**config.mk**
```make
export PLATFORM = sky130hd
export DESIGN_NAME = alu_seq_ctrl_flat
export DESIGN_NICKNAME = d
export VERILOG_FILES = /design/src/rtl/alu_seq_ctrl_if.sv /design/src/rtl/alu_seq_ctrl.sv /design/src/flat_wrapper.sv
export SDC_FILE = /design/constraint.sdc
export NUM_CORES = 1
export LEC_CHECK = 0
export ABC_CLOCK_PERIOD_IN_PS = 23300
export CORE_UTILIZATION = 64
export CTS_BUF_LIST = sky130_fd_sc_hd__clkbuf_16
export CTS_CLUSTER_SIZE = 14
export DETAILED_ROUTE_END_ITERATION = 8
export PLACE_DENSITY = 0.85
export SLEW_MARGIN = 40
export SYNTH_ARGS = -nofsm -noshare
export SYNTH_HDL_FRONTEND = slang
export SYNTH_SLANG_ARGS = --single-unit
```
**constraint.sdc**
```tcl
create_clock -name clk -period 23.3 [get_ports clk]
set_input_delay 3.495 -clock clk [delete_from_list [all_inputs] [get_ports clk]]
set_output_delay 3.495 -clock clk [all_outputs]
set_load 0.01 [all_outputs]
```
**src/rtl/alu_seq_ctrl_if.sv**
```systemverilog
// Command handshake and downstream-ALU bus for alu_seq_ctrl.
// The master side issues commands and plays the ALU; the slave side is the controller.
interface alu_seq_ctrl_if #(
  parameter int WIDTH = 16
);
  logic             cmd_valid;
  logic             cmd_ready;
  logic [4:0]       cmd_op;
  logic [3:0]       cmd_rdest;
  logic [3:0]       cmd_rsrc;
  logic [WIDTH-1:0] cmd_imm;
  logic             cmd_use_imm;
  logic [4:0]       cmd_shamt;

  logic [WIDTH-1:0] alu_a;
  logic [WIDTH-1:0] alu_b;
  logic [4:0]       alu_op;
  logic [4:0]       alu_shamt;
  logic             alu_psr_c;
  logic             alu_flags_en;
  logic [4:0]       alu_flags_sel;
  logic [WIDTH-1:0] alu_y;
  logic             alu_y_valid;
  logic [4:0]       alu_flags_out;

  modport master (
    output cmd_valid, cmd_op, cmd_rdest, cmd_rsrc, cmd_imm, cmd_use_imm, cmd_shamt,
    input  cmd_ready,
    input  alu_a, alu_b, alu_op, alu_shamt, alu_psr_c, alu_flags_en, alu_flags_sel,
    output alu_y, alu_y_valid, alu_flags_out
  );

  modport slave (
    input  cmd_valid, cmd_op, cmd_rdest, cmd_rsrc, cmd_imm, cmd_use_imm, cmd_shamt,
    output cmd_ready,
    output alu_a, alu_b, alu_op, alu_shamt, alu_psr_c, alu_flags_en, alu_flags_sel,
    input  alu_y, alu_y_valid, alu_flags_out
  );
endinterface

```
**src/rtl/alu_seq_ctrl.sv**
```systemverilog
// Sequencer for an external ALU: register file, PSR and an IDLE->EXEC->WB command FSM.
// Optional macro ALU_SEQ_R0_ZERO_EN makes r0 a hard-wired zero register.
module alu_seq_ctrl #(
  parameter int WIDTH = 16,
  parameter int NREG  = 16
) (
  input  logic             clk,
  input  logic             reset,
  alu_seq_ctrl_if.slave    bus,
  output logic             done,
  output logic [4:0]       psr,
  output logic             busy,
  input  logic [3:0]       dbg_addr,
  output logic [WIDTH-1:0] dbg_data
);

  typedef enum logic [1:0] {
    IDLE = 2'd0,
    EXEC = 2'd1,
    WB   = 2'd2
  } state_t;

  localparam logic [4:0] OP_NOP = 5'd29;

  state_t           state;
  state_t           next_state;

  logic [WIDTH-1:0] rf      [NREG];
  logic [WIDTH-1:0] rf_view [NREG];

  logic [4:0]       op_q;
  logic [3:0]       rdest_q;
  logic [3:0]       rsrc_q;
  logic [WIDTH-1:0] imm_q;
  logic             use_imm_q;
  logic [4:0]       shamt_q;

  logic [4:0]       sel_q;
  logic             wr_en;

  // Read view of the register file; r0 reads as zero when the macro is set.
  always_comb begin
    rf_view = rf;
`ifdef ALU_SEQ_R0_ZERO_EN
    rf_view[0] = '0;
`endif
  end

  assign dbg_data = rf_view[dbg_addr];

  always_comb begin
    sel_q = 5'b00000;
    case (op_q)
      5'd0, 5'd1, 5'd4, 5'd5, 5'd8, 5'd9: sel_q = 5'b11101;
      5'd10, 5'd11, 5'd12, 5'd13:         sel_q = 5'b00111;
      default:                            sel_q = 5'b00000;
    endcase
  end

  always_comb begin
`ifdef ALU_SEQ_R0_ZERO_EN
    wr_en = (state == WB) && bus.alu_y_valid && (rdest_q != 4'd0);
`else
    wr_en = (state == WB) && bus.alu_y_valid;
`endif
  end

  always_ff @(posedge clk or posedge reset) begin
    if (reset) state <= IDLE;
    else       state <= next_state;
  end

  always_comb begin
    next_state = state;
    case (state)
      IDLE:    if (bus.cmd_valid) next_state = EXEC;
      EXEC:    next_state = WB;
      WB:      next_state = IDLE;
      default: next_state = IDLE;
    endcase
  end

  // Operands are driven from latched fields for the whole of EXEC and WB so the
  // ALU sees a stable request; the register write only lands at the end of WB.
  always_comb begin
    bus.cmd_ready     = 1'b0;
    busy              = 1'b1;
    done              = 1'b0;
    bus.alu_a         = '0;
    bus.alu_b         = '0;
    bus.alu_op        = OP_NOP;
    bus.alu_shamt     = 5'd0;
    bus.alu_psr_c     = 1'b0;
    bus.alu_flags_en  = 1'b0;
    bus.alu_flags_sel = 5'b00000;
    case (state)
      IDLE: begin
        bus.cmd_ready = 1'b1;
        busy          = 1'b0;
      end
      EXEC, WB: begin
        bus.alu_a         = rf_view[rdest_q];
        bus.alu_b         = use_imm_q ? imm_q : rf_view[rsrc_q];
        bus.alu_op        = op_q;
        bus.alu_shamt     = shamt_q;
        bus.alu_psr_c     = psr[4];
        bus.alu_flags_sel = sel_q;
        if (state == WB) begin
          bus.alu_flags_en = 1'b1;
          done             = 1'b1;
        end
      end
      default: begin
        bus.cmd_ready = 1'b0;
      end
    endcase
  end

  always_ff @(posedge clk or posedge reset) begin
    if (reset) begin
      op_q      <= 5'd0;
      rdest_q   <= 4'd0;
      rsrc_q    <= 4'd0;
      imm_q     <= '0;
      use_imm_q <= 1'b0;
      shamt_q   <= 5'd0;
      psr       <= 5'b00000;
      for (int i = 0; i < NREG; i++) rf[i] <= '0;
    end else begin
      if (state == IDLE && bus.cmd_valid) begin
        op_q      <= bus.cmd_op;
        rdest_q   <= bus.cmd_rdest;
        rsrc_q    <= bus.cmd_rsrc;
        imm_q     <= bus.cmd_imm;
        use_imm_q <= bus.cmd_use_imm;
        shamt_q   <= bus.cmd_shamt;
      end
      if (state == WB) begin
        if (wr_en) rf[rdest_q] <= bus.alu_y;
        psr <= (psr & ~sel_q) | bus.alu_flags_out;
      end
    end
  end

endmodule

```
**src/flat_wrapper.sv**
```systemverilog
// flat-port wrapper written by rule: the top's interface ports become plain ports
module alu_seq_ctrl_flat 
#(
  parameter int WIDTH = 16,
  parameter int NREG  = 16
)
  (clk, reset, done, psr, busy, dbg_addr, dbg_data, bus_cmd_valid, bus_cmd_op, bus_cmd_rdest, bus_cmd_rsrc, bus_cmd_imm, bus_cmd_use_imm, bus_cmd_shamt, bus_cmd_ready, bus_alu_a, bus_alu_b, bus_alu_op, bus_alu_shamt, bus_alu_psr_c, bus_alu_flags_en, bus_alu_flags_sel, bus_alu_y, bus_alu_y_valid, bus_alu_flags_out);
  alu_seq_ctrl_if #(.WIDTH(WIDTH)) bus_i ();
  input  logic clk;
  input  logic reset;
  output logic done;
  output logic [4:0] psr;
  output logic busy;
  input  logic [3:0] dbg_addr;
  output logic [WIDTH-1:0] dbg_data;
  input wire logic [$bits(bus_i.cmd_valid)-1:0] bus_cmd_valid;
  input wire logic [$bits(bus_i.cmd_op)-1:0] bus_cmd_op;
  input wire logic [$bits(bus_i.cmd_rdest)-1:0] bus_cmd_rdest;
  input wire logic [$bits(bus_i.cmd_rsrc)-1:0] bus_cmd_rsrc;
  input wire logic [$bits(bus_i.cmd_imm)-1:0] bus_cmd_imm;
  input wire logic [$bits(bus_i.cmd_use_imm)-1:0] bus_cmd_use_imm;
  input wire logic [$bits(bus_i.cmd_shamt)-1:0] bus_cmd_shamt;
  output wire logic [$bits(bus_i.cmd_ready)-1:0] bus_cmd_ready;
  output wire logic [$bits(bus_i.alu_a)-1:0] bus_alu_a;
  output wire logic [$bits(bus_i.alu_b)-1:0] bus_alu_b;
  output wire logic [$bits(bus_i.alu_op)-1:0] bus_alu_op;
  output wire logic [$bits(bus_i.alu_shamt)-1:0] bus_alu_shamt;
  output wire logic [$bits(bus_i.alu_psr_c)-1:0] bus_alu_psr_c;
  output wire logic [$bits(bus_i.alu_flags_en)-1:0] bus_alu_flags_en;
  output wire logic [$bits(bus_i.alu_flags_sel)-1:0] bus_alu_flags_sel;
  input wire logic [$bits(bus_i.alu_y)-1:0] bus_alu_y;
  input wire logic [$bits(bus_i.alu_y_valid)-1:0] bus_alu_y_valid;
  input wire logic [$bits(bus_i.alu_flags_out)-1:0] bus_alu_flags_out;
  assign bus_i.cmd_valid = bus_cmd_valid;
  assign bus_i.cmd_op = bus_cmd_op;
  assign bus_i.cmd_rdest = bus_cmd_rdest;
  assign bus_i.cmd_rsrc = bus_cmd_rsrc;
  assign bus_i.cmd_imm = bus_cmd_imm;
  assign bus_i.cmd_use_imm = bus_cmd_use_imm;
  assign bus_i.cmd_shamt = bus_cmd_shamt;
  assign bus_cmd_ready = bus_i.cmd_ready;
  assign bus_alu_a = bus_i.alu_a;
  assign bus_alu_b = bus_i.alu_b;
  assign bus_alu_op = bus_i.alu_op;
  assign bus_alu_shamt = bus_i.alu_shamt;
  assign bus_alu_psr_c = bus_i.alu_psr_c;
  assign bus_alu_flags_en = bus_i.alu_flags_en;
  assign bus_alu_flags_sel = bus_i.alu_flags_sel;
  assign bus_i.alu_y = bus_alu_y;
  assign bus_i.alu_y_valid = bus_alu_y_valid;
  assign bus_i.alu_flags_out = bus_alu_flags_out;
  alu_seq_ctrl #(.WIDTH(WIDTH), .NREG(NREG)) u_core (.clk(clk), .reset(reset), .bus(bus_i), .done(done), .psr(psr), .busy(busy), .dbg_addr(dbg_addr), .dbg_data(dbg_data));
endmodule
```
==> results_dict.tcl <==
set metrics [dict create \
    nFillCells 1658 \
    power_density_mw_per_mm2 133 \
    p_int_w 0.00171 \
    area_delta_synth_final_pct 15.2 \
    fin_crit_sh 0.416 \
    pin_count 137 \
    cts-resized-gates 0 \
    whs_path_depth 1 \
    pwr-share-seq 0.343 \
    wl_um 48400 \
    swShare 0.367 \
    instances_no_fill 1698 \
    grt_pass1_vias 12700 \
    gp_congestion 0.876 \
    worstSetupEndpointType "output pin" \
    hold_start "u_core.shamt_q[1]$_DFFE_PP0P_" \
    worst_path_dominant_cell_family "buffers and inverters" \
    cap_violations 0 \
    nNetsFinal 1407 \
    die_y_um 168 \
    grt-ovfl-total 0 \
    final_cell_mix "dfrtp_1 (294), mux2_2 (281), mux2i_1 (160), mux4_2 (144), clkdlybuf4s50_1 (134)" \
    cp_max_fo 36 \
    syn_avg_cell_area_um2 14.1 \
    ys_seq_area_frac 0.422 \
    post-route-util 0.753 \
    setup_viol 0 \
    finalHoldViolations 0 \
    cts_tree "built" \
    hold_path.class "reg -> reg" \
    synth_edf_count 0 \
    routedWlPerCell_um 28.5 \
    regArea_mm2 0.00747 \
    rows 60 \
    skew_ps 15.7 \
    ant_nets 0 \
    setup_tns_ps 0 \
    synth_warnings 0 \
    fin_crit_ps 9690 \
    cts_max_level 2 \
    combPwrFrac 0.445 \
    postCtsSetupRepairBufs 0 \
    grt_use_total 0.356 \
    n_antenna_cell 0 \
    crit_required_ps 19810 \
    arrival_ps 6200 \
    ir_drop_mv 0.0647 \
    r2r_slack_ps 20210 \
    worstSetupPathType "in -> out" \
    r2r_end "u_core.rf[38]$_DFFE_PP0P_" \
    worstRegToRegCells 4 \
    vias 12300 \
    syn-instance-count 1251 \
    slowest_delay_ps 630 \
    hold_path_end "u_core.shamt_q[1]$_DFFE_PP0P_" \
    cp-start-kind "input pin" \
    relSlewSlack 0.406 \
    grt_max_degree 79 \
    synth_area_mm2 0.0177 \
    status "finished clean" \
    drc 0 \
    multi_input_area_mm2 0.00963 \
    antenna_found_initial 0 \
    grt_pass1_wl_um 75300 \
    hold_ws_ps 498 \
    clkSinkCount 298 \
    dpl.cell_count 1641 \
    power.leakage_nw 9.04 \
    hpwlAfterDp_um 28200 \
    crit_buf_inv 3 \
    dieArea_mm2 0.0283 \
    timing.rr.start "u_core.rdest_q[0]$_DFFE_PP0P_" \
    drt_pre_antenna_iters 5 \
    report.final.slew_viol_count 0 \
    numCtsBuffers 34 \
    synth_flop_cell "dfrtp_1" \
    synth_nets 1322 \
    start_util 0.654 \
    drive_above_1_share 0.403 \
    cts_max_path_buffers 3 \
    io_buffers 136 \
    synth_seq_cells 298 \
    tightest_slew_ps 892 \
    cts_hold_buf 0 \
    async_reset_ff_frac 1.00 \
    die_x_um 168 \
    drt_iter0_drc 1523 \
    crit_chain "buf_4 > buf_4 > mux4_2 > mux4_2 > clkdlybuf4s50_1" \
    cp_slowest_cell "buf_4" \
    placeableCoreArea_mm2 0.0270 \
    clockPowerShare 0.211 \
    clkTransAtPathRegs_ps 60 \
    grt_setup_unrepaired "no" \
    detail_route.vias_per_cell 7.25 \
    cts_root_buf "clkbuf_16" \
    max_freq_mhz 103 \
    synthDistinctLibCells 35 \
    clkLatencyLatePin_ps 520 \
    final_common_cell "dfrtp_1" \
    switchingPower_w 0.000993 \
]
[per-layer routing]
layer	routed length, µm	vias up	global-route usage	part of all wire
met4	2230	0	0.170	0.046
met1	18600	6407	0.478	0.39
met3	4530	159	0.0755	0.094
met2	23000	733	0.561	0.48
met5	0	-	0	0
li1	-	5012	-	-
[worst max-delay path by stage]
stage / to / cells after the start / slack [ps] / start
2_1_floorplan: u_core.imm_q[0]$_DFFE_PP0P_ / 1 / 11570 / reset
3_3_place_gp: dbg_data[13] / 5 / 13660 / dbg_addr[1]
3_5_place_dp: dbg_data[13] / 5 / 13600 / dbg_addr[1]
4_1_cts: dbg_data[13] / 5 / 13590 / dbg_addr[1]
5_1_grt: dbg_data[13] / 5 / 13510 / dbg_addr[1]
6_report: dbg_data[13] / 5 / 13610 / dbg_addr[1]
[worst reg2reg max path, stage by stage (launching register included)]
cell,delay [ps]
dfrtp_4,740
buf_4,660
nand4b_2,340
nor2_4,770
mux2_2,440
[synth_stat cells, types with 2 or more instances]
library cell  instances  area, µm²
a22o_1                5       43.8
o22ai_1              16        100
nand3_1              49        245
buf_2                46        230
inv_1                 6       22.5
mux2_2              281       3160
clkbuf_1             46        173
buf_4                21        158
nand4b_1              2       17.5
nor3_4                2       32.5
mux2_4               10        150
mux4_2              144       3240
nor3_1                2       10.0
dfrtp_1             298       7460
ha_1                  7       87.6
nor2_2                9       56.3
a21oi_1              16       80.1
buf_6                 3       33.8
nand2b_1              7       43.8
nor2b_1               4       25.0
o21ai_0               2       10.0
buf_1                 2       7.51
nand2_1              43        161
a22oi_1              48        360
and2_1               11       68.8
mux2i_1             160       1600
nor2_1                3       11.3
[layout make-up]
class                   instances  area share
multi-input cells             829       0.473
flip-flops and latches        298       0.367
repair buffers                167      0.0790
clock buffers                  37      0.0455
well taps                     341      0.0210
clock inverters                20      0.0124
inverters                       6     0.00148
[power by group through the flow]
stage               clock [W]  combinational [W]  sequential, W
CTS                  0.000571            0.00120       0.000918
global route         0.000593            0.00127       0.000953
global placement            0            0.00115       0.000912
detailed placement          0            0.00118       0.000923
finish               0.000571            0.00120       0.000928
floorplan                   0           0.000882       0.000817
[sequential cells by signal, indices dropped and copies added, names as in the netlist]
signal / count
u_core.imm_q: 16
u_core.use_imm_q: 1
u_core.op_q: 5
u_core.shamt_q: 5
u_core.psr: 5
u_core.rsrc_q: 4
u_core.rdest_q: 4
u_core.state: 2
u_core.rf: 256
[logic make-up after synthesis]
kind of cell    Yosys count  share of synthesized area
mux                     595                      0.462
flops                   298                      0.422
simple gates            139                     0.0416
buf+inv                 124                     0.0353
compound gates           88                     0.0341
fa+ha+maj                 7                    0.00496
[metrics by stage]
step / area (µm²) / setup slack (ps) / total power (W)
after global placement: 19100 / 13660 / 0.00207
final: 20300 / 13610 / 0.00270
after global routing: 20300 / 13510 / 0.00282
after detailed placement: 19200 / 13600 / 0.00211
after CTS: 20300 / 13590 / 0.00269
after floorplan: 17700 / 11570 / 0.00170
(Power assumes the default switching activity.)
